$ cat config.mk
export PLATFORM = sky130hd
export DESIGN_NAME = uart_alu_pkt_parser
export DESIGN_NICKNAME = d
export VERILOG_FILES = /design/src/rtl/uart_alu_pkt_parser.sv
export SDC_FILE = /design/constraint.sdc
export NUM_CORES = 1
export LEC_CHECK = 0
export ABC_AREA = 0
export CORE_ASPECT_RATIO = 1.2
export CORE_UTILIZATION = 55
export DETAILED_ROUTE_END_ITERATION = 8
export MAX_ROUTING_LAYER = met4
export PLACE_DENSITY = 0.78
export RECOVER_POWER = 50
export SLEW_MARGIN = 20
export SYNTH_ARGS = -nofsm -noshare
export SYNTH_HDL_FRONTEND = slang
export SYNTH_SLANG_ARGS = --single-unit
$ cat constraint.sdc
create_clock -name clk_i -period 2.63 [get_ports clk_i]
set_input_delay 0.263 -clock clk_i [delete_from_list [all_inputs] [get_ports clk_i]]
set_output_delay 0.263 -clock clk_i [all_outputs]
set_load 0.01 [all_outputs]
$ cat src/rtl/uart_alu_pkt_parser.sv
// UART ALU packet parser: splits an opcode/reserved/length header from the payload stream.
// Optional inter-byte timeout is compiled in with `define PKT_PARSER_TIMEOUT_EN.
module uart_alu_pkt_parser #(
  parameter int unsigned TIMEOUT_CYCLES = 32'd100000
) (
  input  logic        clk_i,
  input  logic        reset_i,
  input  logic [7:0]  s_axis_tdata_i,
  input  logic        s_axis_tvalid_i,
  output logic        s_axis_tready_o,
  output logic [7:0]  m_axis_tdata_o,
  output logic        m_axis_tvalid_o,
  input  logic        m_axis_tready_i,
  output logic        m_axis_tlast_o,
  output logic [7:0]  opcode_o,
  output logic [15:0] payload_len_o,
  output logic        hdr_valid_o,
  output logic        err_o
);

  localparam int unsigned BYTE_W = 8;
  localparam int unsigned LEN_W  = 16;
  localparam int unsigned HDR_BYTES = 4;

  typedef enum logic [2:0] {
    S_OPCODE, S_RSVD, S_LEN_LO, S_LEN_HI, S_PAYLOAD, S_DROP
  } state_t;

  state_t             state_q;
  logic [BYTE_W-1:0]  op_q;
  logic [BYTE_W-1:0]  len_lo_q;
  logic [LEN_W-1:0]   rem_q;
  logic [BYTE_W-1:0]  m_tdata_q;
  logic               m_tvalid_q;
  logic               m_tlast_q;
  logic [BYTE_W-1:0]  opcode_q;
  logic [LEN_W-1:0]   payload_len_q;
  logic               hdr_valid_q;
  logic               err_q;

  logic               s_ready;
  logic               s_accept;
  logic               m_fire;
  logic               op_ok;
  logic [LEN_W-1:0]   len_full;
  logic [LEN_W-1:0]   len_body;
  logic               to_fire;

  // Header/drop states always take bytes; payload only when the output slot frees up.
  assign s_ready  = (state_q == S_PAYLOAD) ? (!m_tvalid_q || m_axis_tready_i) : 1'b1;
  assign s_accept = s_axis_tvalid_i && s_ready;
  assign m_fire   = m_tvalid_q && m_axis_tready_i;
  assign op_ok    = (op_q == 8'hEC) || (op_q == 8'hAD) || (op_q == 8'h88) || (op_q == 8'hD0);
  assign len_full = {s_axis_tdata_i, len_lo_q};
  assign len_body = len_full - LEN_W'(HDR_BYTES);

`ifdef PKT_PARSER_TIMEOUT_EN
  logic [31:0] to_cnt_q;
  logic        to_idle;

  // Idle = waiting for input mid-packet while not held off by a downstream stall.
  assign to_idle = (state_q != S_OPCODE) && !s_accept &&
                   !((state_q == S_PAYLOAD) && m_tvalid_q && !m_axis_tready_i);
  assign to_fire = to_idle && (to_cnt_q == 32'(TIMEOUT_CYCLES - 1));

  always_ff @(posedge clk_i) begin
    if (reset_i || to_fire || !to_idle) begin
      to_cnt_q <= '0;
    end else begin
      to_cnt_q <= to_cnt_q + 32'd1;
    end
  end
`else
  logic unused_timeout;
  assign to_fire        = 1'b0;
  assign unused_timeout = ^TIMEOUT_CYCLES;
`endif

  always_ff @(posedge clk_i) begin
    if (reset_i) begin
      state_q       <= S_OPCODE;
      op_q          <= '0;
      len_lo_q      <= '0;
      rem_q         <= '0;
      m_tdata_q     <= '0;
      m_tvalid_q    <= 1'b0;
      m_tlast_q     <= 1'b0;
      opcode_q      <= '0;
      payload_len_q <= '0;
      hdr_valid_q   <= 1'b0;
      err_q         <= 1'b0;
    end else begin
      hdr_valid_q <= 1'b0;
      err_q       <= 1'b0;
      if (m_fire) m_tvalid_q <= 1'b0;
      if (to_fire) begin
        err_q      <= 1'b1;
        m_tvalid_q <= 1'b0;
        rem_q      <= '0;
        state_q    <= S_OPCODE;
      end else if (s_accept) begin
        unique case (state_q)
          S_OPCODE: begin
            op_q    <= s_axis_tdata_i;
            state_q <= S_RSVD;
          end
          S_RSVD: state_q <= S_LEN_LO;
          S_LEN_LO: begin
            len_lo_q <= s_axis_tdata_i;
            state_q  <= S_LEN_HI;
          end
          S_LEN_HI: begin
            if (len_full < LEN_W'(HDR_BYTES)) begin
              err_q   <= 1'b1;
              state_q <= S_OPCODE;
            end else begin
              rem_q   <= len_body;
              state_q <= (len_body == '0) ? S_OPCODE : (op_ok ? S_PAYLOAD : S_DROP);
              if (op_ok) begin
                hdr_valid_q   <= 1'b1;
                opcode_q      <= op_q;
                payload_len_q <= len_body;
              end else begin
                err_q <= 1'b1;
              end
            end
          end
          S_PAYLOAD: begin
            m_tdata_q  <= s_axis_tdata_i;
            m_tvalid_q <= 1'b1;
            m_tlast_q  <= (rem_q == LEN_W'(1));
            rem_q      <= rem_q - LEN_W'(1);
            if (rem_q == LEN_W'(1)) state_q <= S_OPCODE;
          end
          S_DROP: begin
            rem_q <= rem_q - LEN_W'(1);
            if (rem_q == LEN_W'(1)) state_q <= S_OPCODE;
          end
          default: state_q <= S_OPCODE;
        endcase
      end
    end
  end

  assign s_axis_tready_o = s_ready;
  assign m_axis_tdata_o  = m_tdata_q;
  assign m_axis_tvalid_o = m_tvalid_q;
  assign m_axis_tlast_o  = m_tlast_q;
  assign opcode_o        = opcode_q;
  assign payload_len_o   = payload_len_q;
  assign hdr_valid_o     = hdr_valid_q;
  assign err_o           = err_q;

endmodule

* Word-level counts from Yosys, hierarchy flattened
Cells that the tools add are included.
** Storage, ports and cells
- Logic and storage cells :: 62
- Input port bits :: 12
- Bits in registers :: 71
- Output and inout port bits :: 37
** Operators by class
- Muxes and demuxes :: 14
- $add $sub $neg :: 2
- $lt $le $gt $ge :: 1
- Reductions and logical operators :: 19
- Bitwise gates (word level) :: 3
- Equality and inequality tests :: 12
** Operator list (count)
- 8-bit == test (second input constant) :: 4
- 16-bit one-hot mux with 2 select lines :: 1
- 16-bit by 1-bit == test with 1-bit output (second input constant) :: 1
- 16-bit logical NOT :: 1
- 16-bit by 3-bit < comparator with 1-bit output (second input constant) :: 1
- 16-bit 2-to-1 mux :: 1
- 16-bit by 1-bit subtractor with 16-bit output (second input constant) :: 1
- 16-bit by 3-bit subtractor with 16-bit output (second input constant) :: 1
- 3-bit one-hot mux with 5 select lines :: 1
- 3-bit 2-to-1 mux :: 3
- 1-bit 2-to-1 mux :: 8
- 2-bit AND reduction :: 4
- 3-bit by 2-bit == test with 1-bit output (second input constant) :: 2
- 3-bit == test (second input constant) :: 2
- 1-bit logical OR :: 4
- 4-bit AND reduction :: 1
- 4-bit OR reduction :: 1
- 3-bit by 1-bit == test with 1-bit output (second input constant) :: 1
- 3-bit logical NOT :: 1
- 1-bit inverter :: 3
- 3-bit AND reduction :: 1
- 3-bit OR reduction :: 1
- 1-bit logical AND :: 2
- 2-bit by 1-bit != test with 1-bit output (second input constant) :: 1
- 4 further kinds :: 4

* Depth between registers and ports, before layout
- Word-level depth :: 8
- Mapped depth :: 11
- Gate-level depth less buffers :: 7

* Worst setup path after synthesis
Ideal clock, no wire load.
- Kind :: register to register
- Start :: register len_lo_q[2]
- End :: register rem_q[14]
- Required time :: 2513 ps
- Path slack :: 423 ps
- Cell stages (with the launch flop) :: 12
- Library setup time :: 117 ps
- Clock period less this slack :: 2207 ps
- Path buffers :: 4
- Data arrival time :: 2090 ps
- Cells stage by stage :: dfxtp_1 buf_12 inv_1 ha_1 clkbuf_1 nor4b_4 and4_1 buf_2 o31a_1 buf_4 nor2_1 a32o_1
** Between the ends
- Longest elaborated chain between the ends :: 3
- Elaborated cells on any way between the ends :: 6
- Classes of those cells :: add/sub: 1; order compare: 1; eq/ne: 1; mux: 2; reduce/logical: 1
** RTL lines
- start, declared :: RTL line 31 : logic [BYTE_W-1:0] len_lo_q;
- start signal, assigned :: RTL line 109 : len_lo_q <= s_axis_tdata_i;
- 16-bit by 3-bit subtractor with 16-bit output / 16-bit by 3-bit < comparator with 1-bit output (equally long branches) :: RTL line 55, 113
- 16-bit 2-to-1 mux / 2-bit != test (equally long branches)
- 16-bit one-hot mux with 2 select lines / 3-bit AND reduction (equally long branches)
- end signal, assigned :: RTL line 117 : rem_q <= len_body;
- end signal, assigned :: RTL line 132 : rem_q <= rem_q - LEN_W'(1);
- end signal, assigned :: RTL line 136 : rem_q <= rem_q - LEN_W'(1);
- end, declared :: RTL line 32 : logic [LEN_W-1:0] rem_q;
Parallel ways exist; a longest one is shown, timed or not. The select of a mux whose other input is x is not followed.
A chain may end at the register's enable or synchronous reset.

* Worst setup path after layout
- Start :: register len_lo_q[2]
- End :: register payload_len_q[13] (netlist: payload_len_o[13])
** Between the ends
- Longest elaborated chain between the ends :: 3
- Elaborated cells on any way between the ends :: 4
- Classes of those cells :: add/sub: 1; order compare: 1; bitwise: 1; reduce/logical: 1
** RTL lines
- 16-bit by 3-bit < comparator with 1-bit output :: RTL line 113 : if (len_full < LEN_W'(HDR_BYTES)) begin
- 1-bit inverter (no source line)
- 4-bit AND reduction (no source line)
- end signal, assigned :: RTL line 122 : payload_len_q <= len_body;
- end, declared :: RTL line 37 : logic [LEN_W-1:0] payload_len_q;
Parallel ways exist; a longest one is shown, timed or not.

==> out/metrics.csv <==
metric,value,unit
status,finished clean,
crit_type,reg -> reg,
ys_ff_latch,71,
clkLatencyLatePin,360,ps
drtPass1Iterations,5,
hold_viol_final,0,
yosysUniqueCellTypes,60,
numCtsBuffers,9,
hold_buffers,0,
ff2ff_setup_slack,400,ps
hold_path_class,in -> reg,
post_cts_buffers,0,
seqPwrFrac,46.0,%
period_share,84.6,%
pwr_density_cell,570,nW/um^2
drc,0,
synth_top_area_cell,dfxtp_1,
ys.flop_type,dfxtp_1,
area_growth,22.3,%
hpwlAfterDp,6770,um
dp.cells,548,
synth_fp_nets,442,
combPwrFrac,16.3,%
pwr-share-clk,37.7,%
cts_sinks,71,
antenna_cells,0,
yosys-top-cells-area,"dfxtp_1 (40%), mux2i_1 (7.0%), nor2_1 (6.5%), a21oi_1 (5.3%), nand2_1 (3.7%)",
end_kind,register,
cts_buffer_depth,2,
dieArea,6860,um^2
p_switching,707,uW
finalMaxSlewViolations,0,
yosys-top-cells-count,"dfxtp_1 (71), nor2_1 (62), a21oi_1 (38), nand2_1 (35), mux2i_1 (25)",
leakagePower,1.66,nW
yosysMostFrequentCell,dfxtp_1,
clk_pin_slew_worst_paths,80,ps
ant_nets,0,
io_buffer_count,48,
rsz0062_at_grt,no,
start_util,58.2,%
wl,9330,um
io_pins,49,
finalPower,2.50,mW
via_count,3373,
synth_cells,426,
cts_tree,done,
finalNonFillerCells,563,
peakVddDrop,0.426,mV
initialDrtViolationCount,214,
max_slew_margin,58.7,%
clockRootBuffer,clkbuf_8,
p_int,1.79,mW
register_area,1420,um^2
gp_congestion,0.885,
post_cts_resized,0,
drv_cap,0,
antenna_found_initial,0,
grt_pass1_vias,3270,
synthArstFlopShare,0,%
drive_gt1_share,10.2,%
synth_warnings,0,
fmax,449,MHz
synth_area_per_cell,8.43,um^2
coreArea,6170,um^2
crit_arrival,2490,ps
yosysTopAreaCellShare,39.6,%
die_w,75.8,um
grt_first_pass_wirelength,15200,um
multi_input_area,1940,um^2
num_rows,31,
switching_share,28.3,%
worstPathRequired,2900,ps
synth.cell_area,3590,um^2
nets,493,
post_drt_wl_per_cell,16.6,um
grt-ovfl-total,0,
finalSetupTns,0,ps
viasPerCell,5.99,
yosysSeqAreaShare,39.6,%
fillerInstances,501,
synth-edff-count,0,
grt_max_degree,28,
min_period,2230,ps
grtUsageTotal,30.3,%
worst_setup_path_start_kind,register,
htreeDepth,3,
finalSetupViolCount,0,
die_y,90.5,um
skew,9.81,ps
critical_path.max_fanout,9,
worst_pin_slew,615,ps
final_util,71.2,%
==> power by group through the flow <==
stage                     Clock (mW)  Combinational, mW  Sequential [mW]
final                          0.944              0.407             1.15
after global placement             0              0.392             1.17
after floorplan                    0              0.286             1.16
after detailed placement           0              0.402             1.17
after CTS                      0.951              0.404             1.15
after global routing           0.995              0.445             1.16
==> through the flow <==
step / setup slack, ps / hold WS (ps) / area, um^2
2_1_floorplan: 423 / 372 / 3590
3_3_place_gp: 161 / 444 / 4190
3_5_place_dp: 195 / 449 / 4190
4_1_cts: 427 / 335 / 4400
5_1_grt: 276 / 369 / 4390
6_report: 405 / 345 / 4390
==> final timing paths <==
kind,cells past startpoint,startpoint,end
worst max-delay path,8,len_lo_q[2]$_SDFFE_PP0P_,payload_len_o[13]$_SDFFE_PP0P_
worst min-delay path,2,reset_i,opcode_o[3]$_SDFFE_PP0P_
worst max register to register,8,len_lo_q[2]$_SDFFE_PP0P_,payload_len_o[13]$_SDFFE_PP0P_
worst min register to register,2,opcode_o[5]$_SDFFE_PP0P_,opcode_o[5]$_SDFFE_PP0P_
==> sequential cells by signal, indices dropped and copies added (netlist names) <==
| signal | flops |
|---|---|
| payload_len_o | 16 |
| rem_q | 16 |
| len_lo_q | 8 |
| m_axis_tdata_o | 8 |
| op_q | 8 |
| opcode_o | 8 |
| state_q | 3 |
| err_o | 1 |
| hdr_valid_o | 1 |
| m_axis_tlast_o | 1 |
| m_axis_tvalid_o | 1 |
==> cells by family after synthesis <==
family / synth area share (%)
adders and majority gates: 1.39
and+or+nand+nor: 24.4
DFF: 39.6
buffers and inverters: 6.24
xor gates and xnor gates: 2.93
muxes: 7.28
AOI/OAI and AO/OA: 18.2
==> cells in the final DEF (no fill, tap or decap), types with 10 or more instances in the layout <==
cell             netlist  final
nand2_1               35     35
nor2_1                62     63
dlygate4sd3_1          0     37
nor3_1                13     13
buf_4                  2     24
dfxtp_1               71     71
a21oi_1               38     38
clkdlybuf4s50_1        0     10
o21ai_0               20     20
mux2i_1               25     25
==> layout make-up <==
class / count / area share, %
inverter: 9 / 0.770
sequential: 71 / 32.4
clock inverter: 6 / 1.97
timing repair buffer: 74 / 15.5
multi-input combinational: 312 / 44.2
tap: 82 / 2.34
clock buffer: 9 / 2.82
==> metal layers <==
| metal | GRT usage, % | up-vias | wire length, um |
|---|---|---|---|
| met1 | 35.0 | 1581 | 3840 |
| met3 | 5.80 | 43 | 574 |
| met4 | 19.0 | 0 | 419 |
| met5 | - | - | 0 |
| li1 | - | 1613 | - |
| met2 | 47.1 | 136 | 4500 |
==> worst max-delay path, stage by stage (launching register included) <==
cell	delay, ps
dfxtp_1	340
inv_1	80
ha_1	230
nor4b_4	150
a41oi_1	400
nor4b_4	330
buf_4	270
nor2_1	80
a311oi_1	250
Note: power is estimated with default switching activity, not from simulation.
